<file path="src/rtl/hex_nibble_feeder.sv">
// Serialises a word MSB-nibble first onto a seven-segment shift chain (nib + falling-edge shift).
// Optional HEX_FEED_PENDING_EN adds a one-entry pending word for starts that arrive while busy.
module hex_nibble_feeder #(
   parameter int NIBBLES       = 8,
   parameter int STROBE_CYCLES = 1
) (
   input  logic                   clk_i,
   input  logic                   rst_i,
   input  logic                   start_i,
   input  logic [4*NIBBLES-1:0]   word_i,
   output logic [3:0]             nib_o,
   output logic                   shift_o,
   output logic                   busy_o,
   output logic                   done_o
);
   localparam int W  = 4*NIBBLES;
   localparam int CW = $clog2(NIBBLES+1);
   localparam int SW = $clog2(STROBE_CYCLES+1);

   typedef enum logic [2:0] {S_IDLE, S_SETUP, S_STROBE, S_HOLD, S_DONE} state_t;

   state_t          state_q, state_d;
   logic [W-1:0]    sreg_q, sreg_d;
   logic [CW-1:0]   cnt_q, cnt_d;
   logic [SW-1:0]   scnt_q, scnt_d;
   logic [3:0]      nib_q, nib_d;
   logic            shift_q, shift_d, busy_q, busy_d, done_q, done_d;

   logic            ready, load_en;
   logic [W-1:0]    load_word;

   assign ready = (state_q == S_IDLE) || (state_q == S_DONE);

`ifdef HEX_FEED_PENDING_EN
   logic            pend_vld_q;
   logic [W-1:0]    pend_word_q;

   // A fresh start at the ready point wins over the parked word, which is then dropped.
   assign load_en   = ready && (start_i || pend_vld_q);
   assign load_word = start_i ? word_i : pend_word_q;

   always_ff @(posedge clk_i) begin
      if (rst_i) begin
         pend_vld_q  <= 1'b0;
         pend_word_q <= '0;
      end else if (!ready && start_i) begin
         pend_vld_q  <= 1'b1;
         pend_word_q <= word_i;
      end else if (load_en) begin
         pend_vld_q  <= 1'b0;
      end
   end
`else
   assign load_en   = ready && start_i;
   assign load_word = word_i;
`endif

   always_ff @(posedge clk_i) begin
      if (rst_i) begin
         state_q <= S_IDLE;
         sreg_q  <= '0;
         cnt_q   <= '0;
         scnt_q  <= '0;
         nib_q   <= '0;
         shift_q <= 1'b0;
         busy_q  <= 1'b0;
         done_q  <= 1'b0;
      end else begin
         state_q <= state_d;
         sreg_q  <= sreg_d;
         cnt_q   <= cnt_d;
         scnt_q  <= scnt_d;
         nib_q   <= nib_d;
         shift_q <= shift_d;
         busy_q  <= busy_d;
         done_q  <= done_d;
      end
   end

   always_comb begin
      state_d = state_q;
      sreg_d  = sreg_q;
      cnt_d   = cnt_q;
      scnt_d  = scnt_q;
      case (state_q)
         S_IDLE, S_DONE: begin
            if (load_en) begin
               sreg_d  = load_word;
               cnt_d   = CW'(NIBBLES);
               state_d = S_SETUP;
            end else begin
               state_d = S_IDLE;
            end
         end
         S_SETUP: begin
            scnt_d  = '0;
            state_d = S_STROBE;
         end
         S_STROBE: begin
            if (scnt_q == SW'(STROBE_CYCLES-1)) state_d = S_HOLD;
            else                                scnt_d  = scnt_q + SW'(1);
         end
         S_HOLD: begin
            sreg_d  = sreg_q << 4;
            cnt_d   = cnt_q - CW'(1);
            state_d = (cnt_q == CW'(1)) ? S_DONE : S_SETUP;
         end
         default: state_d = S_IDLE;
      endcase
   end

   // Outputs are registered decodes of the current state, so they trail it by one cycle;
   // nib only loads in SETUP, which keeps it frozen across STROBE and HOLD.
   always_comb begin
      nib_d   = nib_q;
      shift_d = 1'b0;
      busy_d  = 1'b0;
      done_d  = 1'b0;
      case (state_q)
         S_SETUP: begin
            nib_d  = sreg_q[W-1 -: 4];
            busy_d = 1'b1;
         end
         S_STROBE: begin
            shift_d = 1'b1;
            busy_d  = 1'b1;
         end
         S_HOLD:  busy_d = 1'b1;
         S_DONE:  done_d = 1'b1;
         default: ;
      endcase
   end

   assign nib_o   = nib_q;
   assign shift_o = shift_q;
   assign busy_o  = busy_q;
   assign done_o  = done_q;
endmodule

</file>
<file path="config.mk">
export PLATFORM = sky130hd
export DESIGN_NAME = hex_nibble_feeder
export DESIGN_NICKNAME = d
export VERILOG_FILES = /design/src/rtl/hex_nibble_feeder.sv
export SDC_FILE = /design/constraint.sdc
export NUM_CORES = 1
export LEC_CHECK = 0
export CAP_MARGIN = 20
export CORE_MARGIN = 10
export CORE_UTILIZATION = 54
export DETAILED_ROUTE_END_ITERATION = 10
export PLACE_DENSITY_LB_ADDON = 0.2
export SYNTH_ARGS = -nofsm -noshare
export SYNTH_HDL_FRONTEND = slang
export SYNTH_SLANG_ARGS = --single-unit
export TNS_END_PERCENT = 5
</file>
<file path="constraint.sdc">
create_clock -name clk_i -period 3.6 [get_ports clk_i]
set_input_delay 1.08 -clock clk_i [delete_from_list [all_inputs] [get_ports clk_i]]
set_output_delay 1.08 -clock clk_i [all_outputs]
set_load 0.005 [all_outputs]
</file>
**After elaboration in Yosys (flattened, before gate mapping)**

Index checks and enable logic that the tools add are counted.
W data, S select, Z words.

- Flip-flop bits (word level): 47
- Output and inout port bits: 7
- Bits of input ports: 35
- Logic and storage cells: 38

- Eq/ne operators: 7
- Reduce and logical (&&, ||, !) cells: 8
- Multiplexer cells: 13
- Add/sub/neg operators: 2

Operators with widths:

| cell | number |
|---|---|
| $pmux W32 S2 | 1 |
| $mux W32 | 1 |
| $pmux W3 S4 | 1 |
| $pmux W4 S2 | 1 |
| $eq A3 B2 Y1 const B | 2 |
| $mux W3 | 2 |
| $mux W1 | 5 |
| $eq A4 B1 Y1 const B | 1 |
| $mux W4 | 1 |
| $ne A2 B2 Y1 const B | 2 |
| $reduce_bool A2 Y1 | 2 |
| $sub A4 B1 Y4 const B | 1 |
| $eq A3 B1 Y1 const B | 1 |
| $eq A3 B3 Y1 const B | 1 |
| $logic_not A3 Y1 | 1 |
| $reduce_or A3 Y1 | 1 |
| $pmux W1 S2 | 1 |
| $reduce_and A2 Y1 | 1 |
| $reduce_or A2 Y1 | 1 |
| $add A1 B1 Y1 const B | 1 |
| $logic_and A1 B1 Y1 | 1 |
| $logic_or A1 B1 Y1 | 1 |

**Depth between registers and ports, before layout**

- Word-level depth: 5
- Gate-level depth with buffers: 6
- Depth with buffers taken out: 5

**Worst setup path after synthesis**

Ideal clock, no wire load.

- Path kind: input to register
- Start: input start_i
- End: register sreg_q[13]
- Data arrival time: 1.846 ns
- Path slack: 1.622 ns
- Path buffers: 2
- Data required time: 3.468 ns
- Setup time: 0.132 ns
- Stages: 5
- Cells stage by stage: or3b_1 > buf_2 > buf_2 > nand3_1 > a21oi_1

- Word-level cells in the longest chain between the ends: 3

Ends and longest elaborated chain:

| what | line | RTL |
|---|---|---|
| start: declaration | 9 | `input logic start_i,` |
| $logic_and A1 B1 Y1 | 54 | `assign load_en = ready && start_i;` |
| $ne A2 B2 Y1 (no line) | - |  |
| $reduce_and A2 Y1 (no line) | - |  |
| end signal: assignment | 70 | `sreg_q <= sreg_d;` |
| end: declaration | 23 | `logic [W-1:0] sreg_q, sreg_d;` |

Every way passes these cells.
A chain may end at the register's enable or synchronous reset.

**Final worst setup path**

- Start: register nib_q[3] (netlist: nib_o[3])
- End: output nib_o[3]

RTL lines:

| what | line | RTL |
|---|---|---|
| start: declaration | 26 | `logic [3:0] nib_q, nib_d;` |
| start signal: assignment | 73 | `nib_q <= nib_d;` |
| end: declaration | 11 | `output logic [3:0] nib_o,` |

No word-level cell between the ends.

==> results.md <==
- Sequential share of the synthesized area: 0.4691
- CP Class: flip-flop to output port
- # rows: 21
- Initial DRC count: 162
- Synth unique cells: 31
- WL per Instance: 15.42 um
- CP Buf/Inv Count: 1
- Clock share of power: 0.192
- Leading area contributor after synthesis: dfxtp_1
- Relative slew slack: 0.4427
- Hold path startpoint: sreg_q[17]
- Dominant synthesized flop cell: dfxtp_1
- Synth warn: 0
- Post-Synthesis Cells: 207
- Skew-Pair Late Insertion Delay: 360 ps
- Seq pwr share: 0.515
- Static leakage: 0.8550 nW
- RSZ-0062 raised after global routing: no
- CTS tree: yes
- Gr ovfl total: 0
- Vias in the first global route: ~1600
- Post-DR vias/cell: 5.832
- Fill cells: 286
- Syn avg cell area: 9.484 um2
- Root Driver: clkbuf_4
- Syn Nets: 244
- CTS buffer count: 5
- Top cells by count, synth: 46 x dfxtp_1, 36 x a21oi_1, 33 x nand3_1
- First-pass GRT wire length: 7258 um
- Initial antenna violation count: 0
- Hold Fails Final Rpt: 0
- Final min period: 2311 ps
- Switching power: 434.3 uW
- Crit. End Element: output port
- Pint: 844.3 uW
- CORE AREA: 0.003416 mm2
- Clk sinks: 46
- Antenna Cells: 0
- Syn-to-layout area delta: 21.22%
- Crit path max-delay family: buffers and inverters
- Die footprint: approximately 0.0064 mm2
- Worst-path cell chain: clkdlybuf4s50_1
- DRT Wirelength: 4396 um
- Area post-placement: 0.002293 mm2
- Synth top area share: 0.4691
- Post-Layout Inst Area: between 0.002 and 0.0025 mm2
- Die Height: 80.30 um
- Layout cells sized above 1: 0.07531
- Outcome: complete, no violations
- Antenna-violating nets left: 0
- TritonRoute pass-1 iters: 4
- Fin. max-slew vios: 0
- Yosys reg bits: 46
- Skew final: about 12 ps
- Comb power frac: 0.293
- Num ports: 42
- EDFF count, synth: 0
- Synth area leaders: dfxtp_1 47%, a22oi_1 11%, a21oi_1 9.2%
- FMAX: 432.7 MHz
- Crit-path slowest cell: clkdlybuf4s50_1
- Nets: ~280
- Final HPWL DP: 3014 um
- MaxCap Viol Count: 0
- Final period utilization: 0.6419
- Top-count cell post-synth: dfxtp_1
- Hold WC Path Type: flip-flop to flip-flop
- CTS Hold Bufs: 0
- CP Max Fanout: 2
- Clock slew at reported path FFs: 140 ps
- Final setup fails: 0
- Vias: 1662
- Core Util, Final: 0.6967
- IO Port Bufs: between 40 and 50
- Peak supply drop: 0.2409 mV
- Largest stage delay, worst path: 510 ps
- Post-CTS setup buffer count: 0
- Largest net degree at the start of global routing: 37
- Gr usage total: 0.1365
- CP arrival: about 1200 ps
- CTS-repair resized insts: 0
- Switch share: 0.3397
- Async SR Flop Fraction: 0
- Critical path launch point type: flip-flop
- Starting Density: 0.5747
- Routability cong.: 0.7517
- Post-Syn Area: 0.001963 mm2
- R2R Path Start: state_q[1]
- Pwr per Cell Area: 537.3 mW/mm2
- Critical path launch point: nib_o[3]
- DRC: 0
- TNS Setup: 0 ps
- Crit path required time: ~2500 ps
- CTS max path bufs: 2
- H-Tree Level Count: 2
- Die Width: ~80 um
- Slew @ Worst Pin: 835.9 ps
-- per-layer routing --
metal	vias to the layer above	part of all wire	GRT usage
met5	-	0	0
met4	0	0.012	0.04225
met3	7	0.050	0.03675
met2	48	0.51	0.2424
met1	788	0.43	0.1544
li1	819	-	-
-- flip-flops by register name, indices dropped and copies added (netlist names) --
signal   count
sreg_q      32
cnt_q        4
nib_o        4
state_q      3
busy_o       1
done_o       1
shift_o      1
-- tightest hold or removal path: cells and delay by family, from the launching register on --
kind | cells | cell delay, ps
AO/OA/AOI/OAI | 1 | 60
AND/OR/NAND/NOR | 1 | 60
flip-flops | 1 | 330
-- path summary, 6_finish.rpt --
| check | cells past startpoint | end | slack [ps] |
|---|---|---|---|
| hold reg to reg | 2 | sreg_q[17] | 480 |
| setup / recovery | 1 | nib_o[3] | 1290 |
| setup reg to reg | 4 | cnt_q[3] | 1390 |
| hold / removal | 2 | sreg_q[17] | 480 |
-- cells by family after synthesis --
logic type	Yosys count	synth area share
xor+xnor	1	0.004462
buf+inv	25	0.09114
flops	46	0.4691
mux	4	0.02040
fa+ha+maj	2	0.01274
compound gates	69	0.2244
simple gates	60	0.1778
-- power by group through the flow --
stage                     logic (mW)  registers, mW  clock network (mW)
final                          0.375          0.658               0.246
after global routing           0.415          0.669               0.271
after CTS                      0.353          0.658               0.250
after detailed placement       0.352          0.669                   0
after global placement         0.340          0.664                   0
after floorplan                0.327          0.634                   0
-- through the flow --
| step | cells | total power, mW | setup slack, ps | hold WS (ps) |
|---|---|---|---|---|
| global route | 285 | 1.354 | 1231 | 497.8 |
| finish | 285 | 1.279 | 1289 | 480.2 |
| CTS | 284 | 1.261 | 1096 | 479.0 |
| global placement | 276 | 1.004 | 720.1 | 454.0 |
| floorplan | 207 | 0.9613 | 1622 | 447.6 |
| detailed placement | 276 | 1.022 | 700.3 | 460.6 |
-- layout make-up --
| cell class | count | area (um2) | share of cell area |
|---|---|---|---|
| multi-input cells | 136 | 863.3 | 0.3628 |
| clock buffers | 5 | 37.54 | 0.01577 |
| inverters | 3 | 11.26 | 0.004732 |
| well taps | 46 | 57.56 | 0.02419 |
| flip-flops and latches | 46 | 920.9 | 0.3870 |
| repair buffers | 46 | 467.9 | 0.1966 |
| clock inverters | 3 | 21.27 | 0.008938 |
-- cell usage in the layout (no fill, tap or decap), types with 2 or more instances in the layout --
cell              n
dfxtp_1          46
clkdlybuf4s50_1  41
a21oi_1          36
nand3_1          33
a22oi_1          28
nor2_1            6
nand2_1           5
clkbuf_4          5
mux2i_1           4
buf_4             4
inv_1             3
nor3_1            3
nor4b_1           2
or3_1             2
nand2b_1          2
ha_1              2
Power figures use the tool's default switching activity.
